### src/rtl/colour_encode_writer.sv
// RGB pixel stream -> BT.601 YUV, two pixels packed per 16-bit word, written
// to the frame SRAM as separate Y, U and V planes.
module colour_encode_writer #(
  parameter int WORDS  = 38400,
  parameter int Y_BASE = 0,
  parameter int U_BASE = 38400,
  parameter int V_BASE = 76800,
  parameter int AW     = 17
) (
  input  logic          clk,
  input  logic          rst,
  input  logic          start,
  input  logic          pix_valid,
  input  logic [23:0]   pix_rgb,
  output logic          pix_ready,
  output logic          W_en,
  output logic [AW-1:0] W_addr,
  output logic [15:0]   W_data,
  output logic          busy,
  output logic          done
);

  typedef enum logic [2:0] {
    S_IDLE, S_GET_EVEN, S_GET_ODD, S_WR_Y, S_WR_U, S_WR_V, S_DONE
  } state_t;

  localparam logic [AW-1:0] Y_BASE_A = AW'(Y_BASE);
  localparam logic [AW-1:0] U_BASE_A = AW'(U_BASE);
  localparam logic [AW-1:0] V_BASE_A = AW'(V_BASE);
  localparam logic [AW-1:0] K_LAST   = AW'(WORDS - 1);

  state_t        state_reg, state_next;
  logic [AW-1:0] k_reg, k_next;

  logic [7:0]    y_even_reg, u_even_reg, v_even_reg;
  logic [7:0]    u_odd_reg, v_odd_reg;
  logic [AW-1:0] w_addr_reg;
  logic [15:0]   w_data_reg;

  logic          take_even, take_odd;

  // Colour conversion, combinational on the offered pixel
  logic signed [17:0] r_s, g_s, b_s;
  logic signed [17:0] y_sum, u_sum, v_sum;
  logic signed [17:0] y_val, u_val, v_val;
  logic [7:0]         y_conv, u_conv, v_conv;

  function automatic logic [7:0] clamp8(input logic signed [17:0] x);
    if (x[17])
      return 8'd0;
    else if (x > 18'sd255)
      return 8'hFF;
    else
      return x[7:0];
  endfunction

  assign r_s = $signed({10'd0, pix_rgb[23:16]});
  assign g_s = $signed({10'd0, pix_rgb[15:8]});
  assign b_s = $signed({10'd0, pix_rgb[7:0]});

  assign y_sum = 18'sd66 * r_s + 18'sd129 * g_s + 18'sd25 * b_s + 18'sd128;
  assign u_sum = 18'sd112 * b_s - 18'sd38 * r_s - 18'sd74 * g_s + 18'sd128;
  assign v_sum = 18'sd112 * r_s - 18'sd94 * g_s - 18'sd18 * b_s + 18'sd128;

  // Arithmetic shift floors negative sums before the offset is added
  assign y_val = (y_sum >>> 8) + 18'sd16;
  assign u_val = (u_sum >>> 8) + 18'sd128;
  assign v_val = (v_sum >>> 8) + 18'sd128;

  assign y_conv = clamp8(y_val);
  assign u_conv = clamp8(u_val);
  assign v_conv = clamp8(v_val);

  // State decodes
  assign pix_ready = (state_reg == S_GET_EVEN) || (state_reg == S_GET_ODD);
  assign busy      = (state_reg != S_IDLE);
  assign done      = (state_reg == S_DONE);
  assign W_en      = (state_reg == S_WR_Y) || (state_reg == S_WR_U) || (state_reg == S_WR_V);
  assign W_addr    = w_addr_reg;
  assign W_data    = w_data_reg;

  assign take_even = (state_reg == S_GET_EVEN) && pix_valid;
  assign take_odd  = (state_reg == S_GET_ODD) && pix_valid;

  always_ff @(posedge clk) begin
    if (rst) begin
      state_reg <= S_IDLE;
      k_reg     <= '0;
    end else begin
      state_reg <= state_next;
      k_reg     <= k_next;
    end
  end

  always_comb begin
    state_next = state_reg;
    k_next     = k_reg;
    unique case (state_reg)
      S_IDLE: begin
        if (start) begin
          state_next = S_GET_EVEN;
          k_next     = '0;
        end
      end
      S_GET_EVEN: if (pix_valid) state_next = S_GET_ODD;
      S_GET_ODD:  if (pix_valid) state_next = S_WR_Y;
      S_WR_Y:     state_next = S_WR_U;
      S_WR_U:     state_next = S_WR_V;
      S_WR_V: begin
        if (k_reg == K_LAST) begin
          state_next = S_DONE;
        end else begin
          state_next = S_GET_EVEN;
          k_next     = k_reg + 1'b1;
        end
      end
      S_DONE:     state_next = S_IDLE;
      default:    state_next = S_IDLE;
    endcase
  end

  // Address/data are loaded one cycle ahead so they line up with W_en;
  // the odd Y byte goes straight from the converter into the first word.
  always_ff @(posedge clk) begin
    if (rst) begin
      y_even_reg <= '0;
      u_even_reg <= '0;
      v_even_reg <= '0;
      u_odd_reg  <= '0;
      v_odd_reg  <= '0;
      w_addr_reg <= '0;
      w_data_reg <= '0;
    end else begin
      if (take_even) begin
        y_even_reg <= y_conv;
        u_even_reg <= u_conv;
        v_even_reg <= v_conv;
      end
      if (take_odd) begin
        u_odd_reg  <= u_conv;
        v_odd_reg  <= v_conv;
        w_addr_reg <= Y_BASE_A + k_reg;
        w_data_reg <= {y_conv, y_even_reg};
      end
      if (state_reg == S_WR_Y) begin
        w_addr_reg <= U_BASE_A + k_reg;
        w_data_reg <= {u_odd_reg, u_even_reg};
      end
      if (state_reg == S_WR_U) begin
        w_addr_reg <= V_BASE_A + k_reg;
        w_data_reg <= {v_odd_reg, v_even_reg};
      end
    end
  end

endmodule
### config.mk
export PLATFORM = sky130hd
export DESIGN_NAME = colour_encode_writer
export DESIGN_NICKNAME = d
export VERILOG_FILES = /design/src/rtl/colour_encode_writer.sv
export SDC_FILE = /design/constraint.sdc
export NUM_CORES = 1
export LEC_CHECK = 0
export BUFFER_PORTS_ARGS = -buffer_cell sky130_fd_sc_hd__buf_2
export CORE_AREA = 3 3 136 171
export DETAILED_ROUTE_END_ITERATION = 8
export DIE_AREA = 0 0 139 174
export PLACE_DENSITY = 0.73
export SLEW_MARGIN = 10
export SYNTH_ARGS = -nofsm -noshare
export SYNTH_HDL_FRONTEND = slang
export SYNTH_SLANG_ARGS = --single-unit
### constraint.sdc
create_clock -name clk -period 10.8 [get_ports clk]
set_clock_uncertainty 0.2 [all_clocks]
set_input_delay 0.54 -clock clk [delete_from_list [all_inputs] [get_ports clk]]
set_output_delay 0.54 -clock clk [all_outputs]
set_load 0.02 [all_outputs]
### Yosys cells after proc, flatten, opt, wreduce, memory -nomap -nowiden

Cells that the tools add are included.

| storage, ports and cells | value |
|---|---|
| register bits | 93 |
| input port bits | 28 |
| output and inout port bits | 37 |
| logic and storage cells | 78 |

| operators by class | value |
|---|---|
| add/sub/neg operators | 15 |
| multipliers | 9 |
| order comparisons | 3 |
| eq/ne operators | 11 |
| multiplexer cells | 20 |
| reduce and logical (&&, ||, !) cells | 11 |

Operators by type and width:

| cell | count |
|---|---|
| two-way mux 17 bit | 5 |
| two-way mux 16 bit | 3 |
| two-way mux 8 bit | 6 |
| multiplier 6 x 8 -> 14 bit (first input constant) | 3 |
| adder 17 x 9 -> 18 bit (second input constant) | 2 |
| case mux 17 bit (2 select lines) | 1 |
| greater-than comparator 11 x 9 -> 1 bit (second input constant) | 3 |
| multiplier 5 x 8 -> 13 bit (first input constant) | 2 |
| adder 10 x 9 -> 11 bit (second input constant) | 2 |
| multiplier 3 x 8 -> 11 bit (first input constant) | 2 |
| adder 17 x 13 -> 18 bit | 1 |
| adder 18 x 9 -> 18 bit (second input constant) | 1 |
| case mux 3 bit (6 select lines) | 1 |
| adder 15 x 16 -> 17 bit | 1 |
| adder 16 x 17 -> 17 bit (first input constant) | 1 |
| adder 17 x 1 -> 17 bit (second input constant) | 1 |
| adder 17 bit (first input constant) | 1 |
| equality test 17 x 16 -> 1 bit (second input constant) | 1 |
| subtractor 16 x 14 -> 17 bit | 1 |
| subtractor 16 x 16 -> 17 bit | 1 |
| multiplier 8 x 8 -> 16 bit (first input constant) | 1 |
| subtractor 15 x 14 -> 16 bit | 1 |
| subtractor 15 x 15 -> 16 bit | 1 |
| multiplier 4 x 8 -> 12 bit (first input constant) | 1 |
| other kinds (12) | 26 |

### Logic depth before layout (Yosys ltp)

| depth | value |
|---|---|
| depth after elaboration | 11 |
| mapped depth | 32 |

### Least setup slack after synthesis

OpenSTA, ideal clock, no wires.

| path | value |
|---|---|
| kind | input to register |
| from | input pix_rgb[10] |
| to | register v_odd_reg[0] |
| data arrival time | 6882 ps |
| path slack | 3644 ps |
| stages on the path | 30 |
| cell sequence | inv_1 fa_1 inv_1 ha_1 fa_1 ha_1 a21o_1 a21oi_1 o21bai_1 a21oi_1 xor2_1 ha_1 a21oi_1 nand2_1 o21ai_0 o21bai_1 a211oi_1 nor2_1 ha_1 ha_1 and3_1 a311o_1 a21oi_1 xor2_1 inv_1 ha_1 nor2b_1 mux2i_1 nor2_1 o21ai_0 |

| between the ends | value |
|---|---|
| word-level cells in the longest chain between the ends | 8 |

Ends and longest elaborated chain:

| what | RTL line | source |
|---|---|---|
| from (decl) | 14 | `input logic [23:0] pix_rgb,` |
| multiplier 6 x 8 -> 14 bit (*) | 63 | `assign v_sum = 18'sd112 * r_s - 18'sd94 * g_s - 18'sd18 * b_s + 18'sd128;` |
| subtractor 15 x 15 -> 16 bit (*) | 63 |  |
| subtractor 16 x 14 -> 17 bit (*) | 63 |  |
| adder 17 x 9 -> 18 bit (*) | 63 |  |
| adder 10 x 9 -> 11 bit (*) | 68 | `assign v_val = (v_sum >>> 8) + 18'sd128;` |
| greater-than comparator 11 x 9 -> 1 bit | 51 | `else if (x > 18'sd255)` |
| two-way mux 8 bit | 51 |  |
| two-way mux 8 bit (*) | 49 | `if (x[17])` |
| to (signal assigned) | 141 | `v_odd_reg <= v_conv;` |
| to (decl) | 36 | `logic [7:0] u_odd_reg, v_odd_reg;` |

Every way passes the cells marked *; elsewhere a longest branch is shown, timed or not.
A chain may end at the register's enable or synchronous reset.

### Worst setup path in the final report

| path | value |
|---|---|
| from | input pix_rgb[10] |
| to | register v_odd_reg[6] |

Same word-level chain as after synthesis.

==> qor.yml <==
status: "complete, no violations"
grt.total_usage: 0.232
antenna_found_initial: 0
core_region_area_mm2: 0.0216
ys.warnings.count: 0
post_cts_resized: 0
fin_cells: 1741
setup_viol: 0
layout.nets: 1814
synthXorXnorAreaFrac: 0.0856
synth_cells: 1405
syn-num-nets: 1761
hold_buffers: 0
crit_path_frequent_cell: "ha_1"
worstSkewPairLatency_ns: 0.35
fin_area_mm2: 0.0129
dp_hpwl_um: 23700
synthSimpleGateAreaFrac: 0.128
synth_fa_ha_area_frac: 0.385
crit_fanout: 8
fin_crit_sh: 0.712
dieArea_mm2: 0.0242
cts.sinks: 93
h-tree-depth: 3
critPathMaxStageDelay_ns: 0.54
end_kind: "flip-flop"
synth_area_mm2: 0.0120
synth_area_leaders: "ha_1 (27%), dfxtp_1 (16%), fa_1 (11%), inv_1 (5.5%), xnor2_1 (5.3%)"
start_kind: "input port"
port_buffers: 64
io_pins: 65
dr.pass1.iters: 5
cts_inserted_buffers: 9
synth_seq_area_share: 0.155
clockBufferDepth: 2
synthTopCellsByCount: "ha_1 (260), inv_1 (174), nand2_1 (109)"
synth_seq_cells: 93
grt_overflow: 0
synth_top_family_by_area: "adder cells"
period_minus_slack_ns: 7.69
antenna_left: 0
required_ns: 10.87
cp.arrival_ns: 7.76
synth_cell_type_count: 69
postCtsSetupBuffers: 0
die_w_um: 139
grt_max_degree: 39
syn2layout_area_growth_pct: 7.58
clkTransAtPathRegs_ns: 0.07
synth_edf_count: 0
synth.most_common_cell: "ha_1"
synth_area_per_cell_um2: 8.52
synth_flop_cell: "dfxtp_1"
routabilityCongestion: 0.884
grt_pass1_wl_um: 46700
route.detailed.wl_per_inst_um: 16.1
chipHeight_um: 174
maxCapViolations: 0
wl_um: 28000
async_reset_ff_frac: 0
diodes: 0
drt_iter0_markers: 542
dr_total_vias: 9932
drc: 0
worst_pin_slew_ns: 1.16
fillers: 2009
drv_slew: 0
synth_mux_area_frac: 0.00282
place_inst: 1726
synth_area_leader_cell: "ha_1"
rows: 60
yosysTopAreaCellShare: 0.272
viasPerCell: 5.70
initial_core_util: 0.554
crit_slowest_cell: "fa_1"
cts_tree: "built"
cts-root-buf: "clkbuf_16"
placed_area_mm2: 0.0126
slew_headroom: 0.224
crit_type: "in2reg"
grt_pass1_vias: 9739
hold_viol: 0
drive_above_1_share: 0.0705
finalSetupTns_ns: 0
holdCritPathClass: "reg2reg"
rsz0062_at_grt: "false"
synth_compound_area_frac: 0.179
max_freq_ghz: 0.130
[per-stage QoR]
| step | hold slack, ns | setup slack [ns] | utilization |
|---|---|---|---|
| 2_1_floorplan | 0.225 | 3.64 | - |
| 6_report | 0.245 | 3.11 | 0.596 |
| 5_1_grt | 0.264 | 2.36 | 0.596 |
| 3_3_place_gp | 0.234 | 2.88 | 0.582 |
| 3_5_place_dp | 0.241 | 2.77 | 0.582 |
| 4_1_cts | 0.249 | 3.12 | 0.596 |
[cells by family (layout without fill, tap and decap cells)]
logic type | Yosys count | count (layout)
AOI/OAI and AO/OA | 333 | 333
and+or+nand+nor | 329 | 329
adders and majority gates | 328 | 328
buffers and inverters | 202 | 259
xor gates and xnor gates | 117 | 117
DFF | 93 | 93
muxes | 3 | 3
[worst max-delay path, delay by kind of cell]
family	cells	cell delay, ns
AO/OA/AOI/OAI	11	2.32
multiplexers	1	0.49
AND/OR/NAND/NOR	5	0.59
adder cells (fa/ha/maj)	8	2.81
XOR/XNOR	2	0.58
buffers and inverters	4	0.42
[layout make-up]
cell class,count,area (um^2),area share
clock inverter,6,72.6,0.00563
multi-input combinational,1110,9360,0.726
tap,279,349,0.0271
clock buffer,9,225,0.0175
sequential,93,1860,0.145
inverter,175,657,0.0510
timing repair buffer,69,358,0.0278
[layout by cell type (no fill, tap or decap), drive strengths merged, types with 68 or more instances in the layout]
master  count
nor2      101
fa         68
a21oi      99
dfxtp      93
inv       177
xnor2      73
o21ai      77
ha        260
buf        69
nand2     109
[per-layer routing]
metal / vias up / track usage / wire [um]
met1: 4656 / 0.267 / 11500
met2: 220 / 0.428 / 14100
met5: - / 0 / 0
li1: 4984 / - / -
met3: 72 / 0.0198 / 920
met4: 0 / 0.116 / 1540
[final timing paths]
check               start            to  slack [ns]  cells after the start
min            W_addr[13]    W_addr[13]        0.25                      2
max reg2reg  state_reg[1]     W_data[9]        7.67                      7
min reg2reg    W_addr[13]    W_addr[13]        0.25                      2
max           pix_rgb[10]  v_odd_reg[6]        3.11                     31
Power is not shown: default switching activity piles up to over one toggle a cycle in this logic, so the estimate is an artifact.
